**src/rtl/life_col4.sv**
```systemverilog
// life_col4: four-cell vertical Conway Game-of-Life column (bit 0 = north), tileable into a board.
// Optional build macro LIFE_COL_HIGHLIFE_EN selects the HighLife rule B36/S23 instead of B3/S23.
module life_col4 (
  input  logic       clk,
  input  logic       reset,
  input  logic [3:0] w_col,
  input  logic [3:0] e_col,
  input  logic       n,
  input  logic       s,
  input  logic       nw,
  input  logic       ne,
  input  logic       sw,
  input  logic       se,
  input  logic       write_enb,
  input  logic [3:0] val,
  input  logic       enable,
  output logic [3:0] alive_col,
  output logic [3:0] alive_prev_col
);

  logic [3:0] alive_r;
  logic [3:0] alive_prev_r;
  logic [3:0] next_s;
  logic [5:0] mid_ext_s;
  logic [5:0] west_ext_s;
  logic [5:0] east_ext_s;

  // Population count of the eight neighbour bits, 0..8.
  function automatic logic [3:0] count8(input logic [7:0] nb);
    logic [3:0] sum;
    sum = 4'd0;
    for (int k = 0; k < 8; k++) begin
      sum = sum + {3'b000, nb[k]};
    end
    return sum;
  endfunction

  // Birth/survival rule for one cell.
  function automatic logic rule_next(input logic cur, input logic [3:0] cnt);
    logic res;
    if (cur) begin
      case (cnt)
        4'd2, 4'd3: res = 1'b1;
        default:    res = 1'b0;
      endcase
    end else begin
      case (cnt)
`ifdef LIFE_COL_HIGHLIFE_EN
        4'd3, 4'd6: res = 1'b1;
`else
        4'd3:       res = 1'b1;
`endif
        default:    res = 1'b0;
      endcase
    end
    return res;
  endfunction

  // Column edges padded with the boundary inputs so every cell sees rows i..i+2 of each strip.
  assign mid_ext_s  = {s,  alive_r, n};
  assign west_ext_s = {sw, w_col,   nw};
  assign east_ext_s = {se, e_col,   ne};

  // Next generation for all four cells from the current registered state.
  always_comb begin
    next_s = 4'b0000;
    for (int i = 0; i < 4; i++) begin
      next_s[i] = rule_next(alive_r[i],
                            count8({mid_ext_s[i], mid_ext_s[i+2],
                                    west_ext_s[i], west_ext_s[i+1], west_ext_s[i+2],
                                    east_ext_s[i], east_ext_s[i+1], east_ext_s[i+2]}));
    end
  end

  // State and previous-state registers: reset > write > step > hold.
  always_ff @(posedge clk) begin
    if (reset) begin
      alive_r      <= 4'b0000;
      alive_prev_r <= 4'b0000;
    end else if (write_enb) begin
      alive_r      <= val;
      alive_prev_r <= alive_r;
    end else if (enable) begin
      alive_r      <= next_s;
      alive_prev_r <= alive_r;
    end else begin
      alive_r      <= alive_r;
      alive_prev_r <= alive_prev_r;
    end
  end

  assign alive_col      = alive_r;
  assign alive_prev_col = alive_prev_r;

endmodule

```
**config.mk**
```make
export PLATFORM = sky130hd
export DESIGN_NAME = life_col4
export DESIGN_NICKNAME = d
export VERILOG_FILES = /design/src/rtl/life_col4.sv
export SDC_FILE = /design/constraint.sdc
export NUM_CORES = 1
export LEC_CHECK = 0
export CORE_ASPECT_RATIO = 1.2
export CORE_MARGIN = 5
export CORE_UTILIZATION = 54
export CTS_BUF_LIST = sky130_fd_sc_hd__clkbuf_2
export CTS_CLUSTER_DIAMETER = 120
export DETAILED_ROUTE_END_ITERATION = 10
export GPL_ROUTABILITY_DRIVEN = 0
export HOLD_SLACK_MARGIN = 0.1
export PLACE_DENSITY = 0.95
export SLEW_MARGIN = 20
export SYNTH_ARGS = -nofsm -noshare
export SYNTH_HDL_FRONTEND = slang
export SYNTH_SLANG_ARGS = --single-unit
```
**constraint.sdc**
```tcl
create_clock -name clk -period 7.1 [get_ports clk]
set_clock_uncertainty 0.2 [all_clocks]
set_input_delay 1.42 -clock clk [delete_from_list [all_inputs] [get_ports clk]]
set_output_delay 1.42 -clock clk [all_outputs]
set_load 0.1 [all_outputs]
```
== After elaboration in Yosys (flattened, before gate mapping) ==
Index checks and enable logic that the tools add are counted.

* Add/sub/neg operators: 28
* $mul: 0
* Div/mod/pow operators: 0
* Order comparisons: 0
* Equal/unequal tests: 8
* Shift operators: 0
* Mux-type cells: 16
* Bitwise operators: 0
* Reduce and logical (&&, ||, !) cells: 5

{| class="wikitable"
|+ Operator list
! kind !! number
|-
| adder 4 x 1 -> 4 bit || 16
|-
| equality test 4 x 2 -> 1 bit (second input constant) || 8
|-
| adder 3 x 1 -> 4 bit || 4
|-
| two-way mux 4 bit || 4
|-
| adder 2 x 1 -> 3 bit || 4
|-
| two-way mux 1 bit || 12
|-
| adder 1 x 1 -> 2 bit || 4
|-
| OR reduction 2 bit || 4
|-
| nonzero test 2 bit || 1
|}

* Flip-flop bits (word level): 8
* Latch bits: 0
* RAM bits: 0
* Memory bits (read-only): 0
* Input port bits: 22
* Output and inout bits: 8
* Logic and storage cells: 59
* Memories kept: 0

== Longest topological paths before layout ==
* Word-level depth: 13
* Mapped depth: 10
* Mapped depth without buffers: 10

== Least setup slack after synthesis ==
No wires, ideal clock.

* Path kind: input to register
* From: in w_col[1]
* To: reg alive_r[1] (netlist: alive_col[1])
* Arrival: 4124 ps
* Required time: 6812 ps
* Slack: 2688 ps
* Stages: 10
* Path buffers: 0
* Path through: inv_1 fa_1 fa_1 fa_1 inv_1 ha_1 fa_1 inv_1 a211o_1 o32ai_2

* Word-level cells in the longest chain between the ends: 10
* Elaborated cells between the ends (all ways): 12

{| class="wikitable"
|+ RTL lines
! item !! RTL line !! RTL
|-
| from (decl) || 6 || <nowiki>input logic [3:0] w_col,</nowiki>
|-
| adder 4 x 1 -> 4 bit * (4 in series) || 33 || <nowiki>sum = sum + {3'b000, nb[k]};</nowiki>
|-
| equality test 4 x 2 -> 1 bit (on tied branches) || 42, 47 ||
|-
| OR reduction 2 bit || 42 || <nowiki>case (cnt)</nowiki>
|-
| two-way mux 1 bit || 42 ||
|-
| two-way mux 1 bit * || 41 || <nowiki>if (cur) begin</nowiki>
|-
| two-way mux 4 bit * || 83 || <nowiki>end else if (enable) begin</nowiki>
|-
| two-way mux 4 bit * || 80 || <nowiki>end else if (write_enb) begin</nowiki>
|-
| to (signal assigned) || 81 || <nowiki>alive_r <= val;</nowiki>
|-
| to (signal assigned) || 84 || <nowiki>alive_r <= next_s;</nowiki>
|-
| to (signal assigned) || 87 || <nowiki>alive_r <= alive_r;</nowiki>
|-
| to (decl) || 21 || <nowiki>logic [3:0] alive_r;</nowiki>
|}

Mark *: on every way between the ends. The rest lies on a longest branch, timed or not. The select of a mux whose other input is x is not followed.
A chain may end at the register's enable or synchronous reset.

== Final worst setup path ==
* From: in w_col[0]
* To: reg alive_r[1] (netlist: alive_col[1])

* Word-level cells in the longest chain between the ends: 9
* Elaborated cells between the ends (all ways): 11

{| class="wikitable"
|+ RTL lines
! item !! RTL line
|-
| adder 4 x 1 -> 4 bit * (3 in series) || 33
|-
| equality test 4 x 2 -> 1 bit (on tied branches) || 42, 47
|-
| OR reduction 2 bit || 42
|-
| two-way mux 1 bit || 42
|-
| two-way mux 1 bit * || 41
|-
| two-way mux 4 bit * || 83
|-
| two-way mux 4 bit * || 80
|}

Marks and branches as above.

==> impl_metrics.tcl <==
set metrics [dict create \
    run_status "finished, final reports clean" \
    cp.arrival_ps 4750 \
    diodes 0 \
    clock_path_buffers 2 \
    clockRootBuffer "clkbuf_2" \
    critPathRequiredTime_ps 7050 \
    first_pass_iters 4 \
    antenna_found_initial 0 \
    cap_violations 0 \
    cp-startpoint "w_col[0]" \
    ys_seq_area_share_pct 14.51 \
    criticalPathCategory "in -> reg" \
    hold_viol 0 \
    r2r_end "alive_col[2]$_SDFFE_PP0P_" \
    htreeDepth 1 \
    final_common_cell "inv_1" \
    core_um2 2004 \
    via_count 928 \
    wl_per_cell_um 14.17 \
    final_cell_mix "44 x inv_1, 29 x clkdlybuf4s50_1, 16 x fa_1, 12 x ha_1" \
    worstMarginPinSlew_ps 1002 \
    cp-endpoint "alive_col[1]$_SDFFE_PP0P_" \
    ys_warn_count 0 \
    numCtsBuffers 3 \
    start_util_pct 55.06 \
    die_w_um 51.27 \
    grt_use_total_pct 17.51 \
    via_per_inst 5.303 \
    synthToLayoutAreaGrowth_pct 28.34 \
    clkTransAtPathRegs_ps 70 \
    cts_resized 0 \
    syn_area_um2 1104 \
    clock.fmax_ghz 0.2083 \
    finalCritPeriodShare_pct 67.61 \
    reg2reg_depth 9 \
    rsz0062_at_grt "false" \
    dieArea_um2 3051 \
    syn_nets 176 \
    drv_slew 0 \
    reg2reg_from "alive_col[1]$_SDFFE_PP0P_" \
    grt_pass1_wl_mm 4.098 \
    hold_buffers 0 \
    drt_wl_total_mm 2.479 \
    finalCriticalPeriod_ps 4800 \
    start_kind "input port" \
    grt_max_degree 15 \
    die_h_um 59.52 \
    syn_avg_cell_area_um2 8.758 \
    grt_pass1_vias 1024 \
    numPortBuffers 29 \
    finalSetupTns_ps 0 \
    numClockSinks 8 \
    setup_viol 0 \
    maxSlewHeadroom_pct 32.98 \
    postSynthCellCount 126 \
    ys_types 22 \
    endpoint_kind "flip-flop" \
    drtIter0Drc 13 \
    reg2reg_setup_slack_ps 4060 \
    ys_ff_latch 8 \
    crit_fanout 2 \
    drive_above_1_share_pct 6.452 \
    grt.overflow.total 0 \
    hold_class "reg -> reg" \
    drc 0 \
    post-cts-setup-buffers 0 \
    cts_tree "done" \
    ios 30 \
    pre_cts_ws_ps 2056 \
    insertion_delay_ps 250 \
    leakage_nw 0.6709 \
    dp_hpwl_mm 2.219 \
    min-delay-start "alive_prev_col[0]$_SDFFE_PP0P_" \
    p_per_area_nw_per_um2 187.4 \
    peakVddDrop_mv 0.1356 \
    nets 207 \
    rows 18 \
    worst_hold_slack_ps 261.1 \
    fin_ws_ps 2300 \
    ant_nets 0 \
]
## how the worst min path moves through the flow
stage                     slack (ps)  cells past startpoint                             end
after floorplan                  680                      2  alive_prev_col[0]$_SDFFE_PP0P_
after global placement           240                      2  alive_prev_col[1]$_SDFFE_PP0P_
after detailed placement         250                      2  alive_prev_col[0]$_SDFFE_PP0P_
after CTS                        260                      2  alive_prev_col[0]$_SDFFE_PP0P_
after global routing             300                      2  alive_prev_col[0]$_SDFFE_PP0P_
final                            260                      2  alive_prev_col[0]$_SDFFE_PP0P_
## cells in the mapped netlist
cell type,number,share of area [%]
buf_4,1,0.68
a211o_1,2,1.6
o32ai_2,3,4.4
o2bb2ai_1,1,0.79
o22ai_1,1,0.57
o21ai_0,4,1.8
a31oi_1,4,2.3
dfxtp_1,8,15
nand2_1,8,2.7
fa_1,16,29
inv_1,44,15
o2111ai_1,1,0.79
nand3b_1,1,0.68
nor2_2,1,0.57
o21ai_2,2,1.6
a21oi_1,8,3.6
and2b_1,1,0.68
and2b_4,1,0.91
buf_2,2,0.91
nand2b_1,1,0.57
ha_1,12,14
nor3b_1,4,2.7
## flip-flops by register name, indices dropped and copies added, names as in the netlist
register	count
alive_col	4
alive_prev_col	4
## area by class of cell
type,instances,area (um^2)
sequential,8,160.2
fill,155,588.1
clock buffer,3,15.01
inverter,44,165.2
timing repair buffer,29,290.3
tap,20,25.02
multi-input combinational,71,760.7
## through the flow
stage               utilization [%]  total power, mW  std cells  area, um^2
floorplan                         -           0.1861        126        1104
global placement              69.91           0.2246        172        1401
detailed placement            69.91           0.2397        172        1401
CTS                           70.66           0.2679        175        1416
global route                  70.66           0.2888        175        1416
finish                        70.66           0.2654        175        1416
## metal layers
layer	wire, um	share of wire (%)	global-route usage (%)
met2	1505	61	37.20
met1	862	35	17.17
met4	19	0.77	2.247
met5	0	0	0
met3	93	3.8	3.778
## worst max-delay path, stage by stage
cell and delay, ps:
clkdlybuf4s50_1 460, inv_1 80, fa_1 560, fa_1 430
fa_1 500, inv_1 50, ha_1 210, fa_1 520
inv_1 50, a211o_1 290, o32ai_2 190
## kinds of logic after synthesis
| kind of cell | share of synthesized area, % |
|---|---|
| AO/OA/AOI/OAI | 17.46 |
| flip-flops | 14.51 |
| adder cells (fa/ha/maj) | 42.63 |
| AND/OR/NAND/NOR | 8.845 |
| buffers and inverters | 16.55 |
## power breakdown
group          internal (mW)  total [mW]  switching, mW  leakage, nW
Combinational         0.0745       0.185          0.110        0.593
Clock                 0.0115      0.0276         0.0161       0.0125
Sequential            0.0491      0.0532        0.00411       0.0656
No activity file was read; power rests on OpenSTA's default activity.
